$ cat config.mk
export PLATFORM = sky130hd
export DESIGN_NAME = collatz_sched
export DESIGN_NICKNAME = d
export VERILOG_FILES = /design/src/rtl/collatz_pkg.sv /design/src/rtl/collatz_sched_rr_arbiter.sv /design/src/rtl/collatz_sched.sv
export SDC_FILE = /design/constraint.sdc
export NUM_CORES = 1
export LEC_CHECK = 0
export ABC_AREA = 1
export BUFFER_PORTS_ARGS = -buffer_cell sky130_fd_sc_hd__buf_4
export CORE_AREA = 2 2 74 130
export DETAILED_ROUTE_END_ITERATION = 10
export DIE_AREA = 0 0 76 132
export PLACE_DENSITY = 0.76
export SKIP_CTS_REPAIR_TIMING = 1
export SYNTH_ARGS = -nofsm -noshare
export SYNTH_HDL_FRONTEND = slang
export SYNTH_SLANG_ARGS = --single-unit
$ cat constraint.sdc
create_clock -name clk -period 1.7 [get_ports clk]
set_input_delay 0.17 -clock clk [delete_from_list [all_inputs] [get_ports clk]]
set_output_delay 0.17 -clock clk [all_outputs]
set_load 0.1 [all_outputs]
$ cat src/rtl/collatz_pkg.sv
`default_nettype none
// ============================================================================
//  Module      : collatz_pkg
//  Description : Shared types and constants for the collatz job scheduler.
//                Holds the scheduler state encoding and the width of the
//                RUN-cycle counter / reported iteration count.
//  Revision    : 1.0  initial release
// ============================================================================
package collatz_pkg;

    // Width of the RUN counter and of the reported iteration count.
    localparam int COUNT_W = 16;

    // Scheduler states, explicitly encoded on two bits.
    typedef enum logic [1:0] {
        IDLE   = 2'd0,
        LAUNCH = 2'd1,
        RUN    = 2'd2,
        RESP   = 2'd3
    } state_t;

endpackage : collatz_pkg
`default_nettype wire

$ cat src/rtl/collatz_sched_rr_arbiter.sv
`default_nettype none
// ============================================================================
//  Module      : rr_arbiter
//  Description : Combinational round-robin arbiter. Grants the first
//                requesting index strictly after the last-served index,
//                wrapping from NREQ-1 back to 0. The last-served index itself
//                has the lowest priority, so a requester that keeps asking
//                only wins again once nobody else is waiting.
//  Ports       : i_req   [NREQ]  request vector
//                i_last  [IW]    index of the last-served requester
//                o_grant [NREQ]  one-hot grant (all zero when no request)
//  Revision    : 1.0  initial release
// ============================================================================
module rr_arbiter #(
    parameter int NREQ = 4,
    parameter int IW   = (NREQ > 1) ? $clog2(NREQ) : 1
) (
    input  logic [NREQ-1:0] i_req,
    input  logic [IW-1:0]   i_last,
    output logic [NREQ-1:0] o_grant
);

    logic [IW-1:0] w_idx;
    logic          w_found;

    // Walk the indices in priority order last+1, last+2, ... last+NREQ
    // (mod NREQ) and take the first one that is requesting.
    always_comb begin
        o_grant = '0;
        w_idx   = '0;
        w_found = 1'b0;
        for (int k = 1; k <= NREQ; k++) begin
            w_idx = IW'((int'(i_last) + k) % NREQ);
            if (!w_found && i_req[w_idx]) begin
                o_grant[w_idx] = 1'b1;
                w_found        = 1'b1;
            end
        end
    end

endmodule : rr_arbiter
`default_nettype wire

$ cat src/rtl/collatz_sched.sv
`default_nettype none
// ============================================================================
//  Module      : collatz_sched
//  Description : Shares one external collatz iterator among NREQ requesters.
//                A round-robin winner is picked in IDLE, its start value is
//                launched to the iterator (cgo/cn) while the requester is
//                acknowledged, the iterator is timed in RUN until cdone or
//                TIMEOUT, and the result is returned with a one-cycle
//                rsp_valid pulse to the same requester.
//  Ports       : clk          clock (rising edge)
//                rst_n        synchronous, active-low reset
//                req    [N]   per-requester job request (level)
//                req_n  [N]x32 per-requester start value
//                ack    [N]   one-hot pulse: start value captured
//                rsp_valid[N] one-hot pulse: result available
//                rsp_count    iteration cycle count (registered, held)
//                rsp_timeout  job aborted at TIMEOUT (registered, held)
//                busy         high whenever not IDLE
//                cgo / cn     go pulse and start value to the iterator
//                cdone        done from the iterator (only looked at in RUN)
//  Revision    : 1.0  initial release
// ============================================================================
module collatz_sched
    import collatz_pkg::*;
#(
    parameter int                  NREQ    = 4,
    parameter logic [COUNT_W-1:0]  TIMEOUT = 16'hFFFF
) (
    input  logic                     clk,
    input  logic                     rst_n,
    input  logic [NREQ-1:0]          req,
    input  logic [NREQ-1:0][31:0]    req_n,
    output logic [NREQ-1:0]          ack,
    output logic [NREQ-1:0]          rsp_valid,
    output logic [COUNT_W-1:0]       rsp_count,
    output logic                     rsp_timeout,
    output logic                     busy,
    output logic                     cgo,
    output logic [31:0]              cn,
    input  logic                     cdone
);

    localparam int            IW          = (NREQ > 1) ? $clog2(NREQ) : 1;
    localparam logic [IW-1:0] C_LAST_INIT = IW'(NREQ - 1);

    state_t               r_state;
    logic [NREQ-1:0]      r_gnt_oh;
    logic [IW-1:0]        r_gnt_idx;
    logic [IW-1:0]        r_last;
    logic [COUNT_W-1:0]   r_cnt;
    logic [COUNT_W-1:0]   r_rsp_count;
    logic                 r_rsp_timeout;

    logic [NREQ-1:0]      w_grant;
    logic [IW-1:0]        w_grant_idx;
    logic [COUNT_W-1:0]   w_cnt_inc;

    rr_arbiter #(
        .NREQ (NREQ),
        .IW   (IW)
    ) u_arb (
        .i_req   (req),
        .i_last  (r_last),
        .o_grant (w_grant)
    );

    // One-hot grant to index, used for cn selection and last-served update.
    always_comb begin
        w_grant_idx = '0;
        for (int i = 0; i < NREQ; i++) begin
            if (w_grant[i]) begin
                w_grant_idx = IW'(i);
            end
        end
    end

    // Count value including the current RUN cycle.
    assign w_cnt_inc = r_cnt + COUNT_W'(1);

    always_ff @(posedge clk) begin
        if (!rst_n) begin
            r_state       <= IDLE;
            r_gnt_oh      <= '0;
            r_gnt_idx     <= '0;
            r_last        <= C_LAST_INIT;
            r_cnt         <= '0;
            r_rsp_count   <= '0;
            r_rsp_timeout <= 1'b0;
        end else begin
            case (r_state)
                IDLE: begin
                    if (|req) begin
                        r_gnt_oh  <= w_grant;
                        r_gnt_idx <= w_grant_idx;
                        r_state   <= LAUNCH;
                    end
                end
                LAUNCH: begin
                    r_cnt   <= '0;
                    r_state <= RUN;
                end
                RUN: begin
                    r_cnt <= w_cnt_inc;
                    // Completion wins over timeout when both land together.
                    // Leaving RUN at TIMEOUT also keeps the counter from
                    // ever wrapping.
                    if (cdone) begin
                        r_rsp_count   <= w_cnt_inc;
                        r_rsp_timeout <= 1'b0;
                        r_state       <= RESP;
                    end else if (w_cnt_inc >= TIMEOUT) begin
                        r_rsp_count   <= TIMEOUT;
                        r_rsp_timeout <= 1'b1;
                        r_state       <= RESP;
                    end
                end
                RESP: begin
                    r_last  <= r_gnt_idx;
                    r_state <= IDLE;
                end
                default: begin
                    r_state <= IDLE;
                end
            endcase
        end
    end

    // Strobes are decoded from the registered state so they are glitch-free
    // and automatically cleared by reset.
    assign busy        = (r_state != IDLE);
    assign cgo         = (r_state == LAUNCH);
    assign ack         = (r_state == LAUNCH) ? r_gnt_oh : '0;
    assign cn          = (r_state == LAUNCH) ? req_n[r_gnt_idx] : 32'd0;
    assign rsp_valid   = (r_state == RESP) ? r_gnt_oh : '0;
    assign rsp_count   = r_rsp_count;
    assign rsp_timeout = r_rsp_timeout;

endmodule : collatz_sched
`default_nettype wire

==> flow_summary.toml, run 1 <==
[drt]
drt_pass1_iterations = 5
drtAntennaViolNets = 0
via_per_inst = 5.35
met2_length_um = 9220
wl_met1_um = 5700
routed_wl_um = 17000
drt-initial-drc-count = 245
drt-wirelength-per-cell_um = 17.4
routed.top_layer = "met4"
drc = 0
met3WireLength_um = 1230
routed-via-count = 5236

[setup_path]
ff2ff_path_depth = 9
crit_chain = "nand3_1, buf_4, xnor2_1, nand3_1, nor2_1, nand3_2, nand2_4, nand2_8, a21oi_4"
required_ns = 1.93
crit_fanout = 8
crit_path_frequent_cell = "nand3_1"
endpoint_kind = "register"
critPathTopFamily = "simple AND/OR/NAND/NOR gates"
timing.critical_path.arrival_ns = 2.11
cp-start-kind = "register"
r2r-start = "r_cnt[1]"
crit_slowest_cell = "dfxtp_4"
path_buf_inv = 1
timing.rr.end = "rsp_count[0]"
crit_type = "reg2reg"
r2r_slack_ns = -0.19
critPathMaxStageDelay_ns = 0.38

[placed_design]
dp.cells = 959
dp_worst_setup_slack_ns = -0.213
portBuffers = 193
globalplace.congestion = 0.948
hpwl_um = 12000

[worst_hold_path]
hold_path_end = "r_state[1]"
hold_path.class = "in2reg"
hold_depth = 3
hold_start = "rst_n"

[sta]
period_needed_ns = 1.89
layout_setup_ws_ns = -0.187
worst_pin_slew_ns = 0.593
clock_skew_ns = 0.00388
drv_slew = 0
hold_viol_final = 0
max_freq_mhz = 530
finalCritPeriodShare_pct = 111
slew_headroom_pct = 60.4
setup_viol_count_final = 44
hold_slack_ns = 0.224
rsz0062_at_grt = "yes"

[layout]
area_delta_synth_final_pct = 91.0
drive_above_1_share_pct = 47.0
final_cell_mix = "218 x buf_4, 139 x nor2_1, 93 x nand2_1"
stdcell_count = 979
num_antenna_cells = 0
final_util_pct = 77.2
final_common_cell = "buf_4"
final_nets = 1007

[synthesis]
yosysWarnings = 0
syn-num-nets = 771
ys_ff_latch = 43
syn_inst = 622
netlist_area_um2 = 3600
syn_avg_cell_area_um2 = 5.80
synth_top_area_cell = "dfxtp_1"
synthTopCellsByArea = "dfxtp_1 24%, nor2_1 15%, o21ai_0 13%"
synth.yosys.seq_area_share_pct = 23.9
ys_types = 31
synth.top_cell.area_share_pct = 23.9

[die]
boundaryPins = 194
die_w_um = 76
start_util_pct = 40.4
placementRows = 46
fp.dieH_um = 132
die-area_um2 = 10000
coreArea_um2 = 8920

[clock_tree]
ctsLongestPathBuffers = 2
ctsHtreeMaxLevel = 2
clkLatencyLatePin_ns = 0.29
ctsRootBufferMaster = "clkbuf_16"
cts-buffers-inserted = 5
cts_sinks = 43
path_clk_slew_ns = 0.06
cts_tree = "done"

[grt]
grt_overflow_total = 0
grt_pass1_vias = 5008
grt_max_degree = 38
grt_use_total_pct = 29.8
grt_antenna_before_repair = 0
grt_pass1_wl_um = 24600

[pwr]
ir_worst_vdd_v = 0.00139
power.density_nw_per_um2 = 1700
total_power_uw = 11700
leakage_uw = 0.00301

[status]
status = "finished, violations left"
violations = "setup timing"

[run]
cap_violations = 0
==> through the flow <==
step | area [um2] | setup TNS [ns]
global placement | 5990 | -2.99
global route | 6890 | -8.81
finish | 6890 | -3.86
floorplan | 4080 | -9.03
CTS | 6130 | -10.92
detailed placement | 5990 | -4.05
==> Yosys cell counts (all sizes together) <==
master  count
a21oi      76
buf         5
clkbuf     27
clkinv      1
dfxtp      43
ha         14
inv        62
nand2     110
nand3      16
nand4       5
nor2      154
nor3        1
nor3b       1
nor4        1
o211ai      2
o21ai      96
o21bai      1
o22ai       1
xnor2       4
xor2        2
==> cell families after synthesis <==
logic type	share of synthesized area [%]
AND/OR/NAND/NOR	32.7
AO/OA/AOI/OAI	26.3
buffers and inverters	10.3
flip-flops	23.9
adder cells (fa/ha/maj)	4.86
XOR/XNOR	1.87
==> state kept, by name (all words and copies together) (netlist names) <==
signal,count
r_cnt,16
r_gnt_idx,2
r_gnt_oh,4
r_last,2
rsp_timeout,1
r_state,2
rsp_count,16
==> power breakdown <==
part / switching, uW / internal [uW] / total [uW]
Sequential: 162 / 1200 / 1360
Clock: 393 / 543 / 937
Combinational: 6370 / 3030 / 9400
Total: 6920 / 4770 / 11700
==> worst max path at each step <==
| stage | cells after the start | to | slack [ns] | start |
|---|---|---|---|---|
| finish | 9 | rsp_count[0] | -0.19 | r_cnt[1] |
| detailed placement | 10 | rsp_count[7] | -0.21 | r_cnt[4] |
| CTS | 6 | cn[24] | -0.30 | r_gnt_idx[0] |
| global route | 9 | rsp_count[0] | -0.32 | r_cnt[1] |
| floorplan | 5 | cn[10] | -0.30 | r_state[1] |
| global placement | 10 | rsp_count[11] | -0.17 | r_cnt[5] |
==> worst min-delay path: stages <==
cell and delay (ns):
buf_4 0.19, nand2_1 0.09, nor2_1 0.03
==> layer usage <==
layer / global-route usage [%] / vias to the layer above
met2: 57.5 / 238
met1: 29.6 / 2459
met4: 13.1 / 0
li1: - / 2475
met3: 7.33 / 64
met5: 0 / -
==> cell type report <==
cell class / instances / area, um2
Clock inverter: 1 / 5.00
Multi-Input combinational cell: 486 / 3040
Tap cell: 120 / 150
Clock buffer: 7 / 133
Timing Repair Buffer: 259 / 2400
Sequential cell: 43 / 905
Fill cell: 641 / 2040
Inverter: 63 / 253
Note: power is estimated with default switching activity, not from simulation.
==> run 2: changes to the inputs <==
Settings changed: TNS_END_PERCENT set to 5.
==> flow_summary.toml, run 2 (synthesized netlist as in run 1, its figures left out) <==
[status]
status = "finished, violations left"
violations = "setup timing"

[setup_path]
r2r-start = "r_cnt[1]"
cp-start-kind = "register"
required_ns = 1.92
endpoint_kind = "register"
r2r_slack_ns = -0.21
timing.rr.end = "rsp_count[7]"
crit_type = "reg2reg"
ff2ff_path_depth = 11
crit_fanout = 8
timing.critical_path.arrival_ns = 2.13

[placed_design]
hpwl_um = 11700
dp.cells = 952
portBuffers = 193
globalplace.congestion = 0.914

[pwr]
leakage_uw = 0.00294
ir_worst_vdd_v = 0.00125
power.density_nw_per_um2 = 1700
total_power_uw = 11400

[worst_hold_path]
hold_depth = 3
hold_start = "rst_n"
hold_path_end = "r_gnt_idx[1]"
hold_path.class = "in2reg"

[layout]
stdcell_count = 971
final_nets = 999
final_common_cell = "buf_4"
final_cell_mix = "208 x buf_4, 140 x nor2_1, 100 x nand2_1"
area_delta_synth_final_pct = 86.5
drive_above_1_share_pct = 43.7
num_antenna_cells = 0
final_util_pct = 75.3

[drt]
routed-via-count = 5207
via_per_inst = 5.36
drt-wirelength-per-cell_um = 16.8
drtAntennaViolNets = 0
drt-initial-drc-count = 197
routed_wl_um = 16300
drt_pass1_iterations = 5
drc = 0

[run]
cap_violations = 0

[sta]
worst_pin_slew_ns = 0.798
setup_viol_count_final = 51
layout_setup_ws_ns = -0.205
slew_headroom_pct = 46.8
period_needed_ns = 1.91
drv_slew = 0
fin_setup_tns_ns = -5.17
clock_skew_ns = 0.00437
hold_viol_final = 0
max_freq_mhz = 525
finalCritPeriodShare_pct = 112
rsz0062_at_grt = "yes"

[clock_tree]
cts_tree = "done"
ctsLongestPathBuffers = 2
ctsRootBufferMaster = "clkbuf_16"
path_clk_slew_ns = 0.06
cts-buffers-inserted = 5
clkLatencyLatePin_ns = 0.28
cts_sinks = 43
ctsHtreeMaxLevel = 2

[grt]
grt_pass1_vias = 4865
grt_antenna_before_repair = 0
grt_overflow_total = 0
grt_use_total_pct = 28.5
grt_pass1_wl_um = 23600
grt_max_degree = 66

[die]
die_w_um = 76
fp.dieH_um = 132
start_util_pct = 40.4
die-area_um2 = 10000
coreArea_um2 = 8920
boundaryPins = 194
placementRows = 46
-- run 2: cell count changes in the layout (fill, tap and decap cells not counted), sizes merged --
| cell | previous run | this run |
|---|---|---|
| clkbuf | 9 | 6 |
| buf | 257 | 251 |
| inv | 61 | 62 |
-- run 2: final cells by class --
type | count | area, um2
Clock buffer | 6 | 129
Clock inverter | 2 | 12.5
Fill cell | 658 | 2200
Inverter | 63 | 236
Multi-Input combinational cell | 486 | 2980
Sequential cell | 43 | 882
Tap cell | 120 | 150
Timing Repair Buffer | 251 | 2330
-- run 2: worst max-delay path by stage --
stage                    end  cells after the start        from  slack, ns
6_report        rsp_count[7]                     11    r_cnt[1]      -0.21
5_1_grt         rsp_count[7]                     11    r_cnt[1]      -0.30
4_1_cts        rsp_count[11]                     10    r_cnt[0]      -0.32
3_5_place_dp   rsp_count[11]                     10    r_cnt[0]      -0.26
3_3_place_gp   rsp_count[11]                     10    r_cnt[8]      -0.18
2_1_floorplan         cn[10]                      5  r_state[1]      -0.31
-- run 2: routing by layer --
| layer | global-route usage, % | vias up | share of wire [%] |
|---|---|---|---|
| li1 | - | 2449 | - |
| met1 | 28.5 | 2392 | 35 |
| met2 | 53.0 | 283 | 51 |
| met3 | 6.99 | 83 | 6.8 |
| met4 | 16.2 | 0 | 7.2 |
| met5 | 0 | - | 0 |
-- run 2: stage by stage --
stage | worst slack [ns] | instance area [um2] | hold WS (ns)
floorplan | -0.310 | 3990 | 0.308
global placement | -0.178 | 5900 | 0.437
detailed placement | -0.258 | 5900 | 0.440
CTS | -0.317 | 6040 | 0.241
global route | -0.304 | 6720 | 0.253
finish | -0.205 | 6720 | 0.239
-- run 2: critical path, stage by stage (launching register included) --
cell	delay, ns
dfxtp_2	0.36
buf_6	0.13
nand2_4	0.06
nor2_2	0.12
nand3_2	0.14
xnor2_2	0.22
nand2_1	0.12
nor2_4	0.16
nand3_4	0.12
nand2_8	0.15
nand2_8	0.11
a21oi_2	0.14
-- run 2: report_power, final --
| part | total [uW] | internal, uW | switching, uW |
|---|---|---|---|
| Sequential | 1340 | 1190 | 150 |
| Clock | 917 | 542 | 376 |
| Combinational | 9170 | 2950 | 6210 |
| Total | 11400 | 4690 | 6740 |
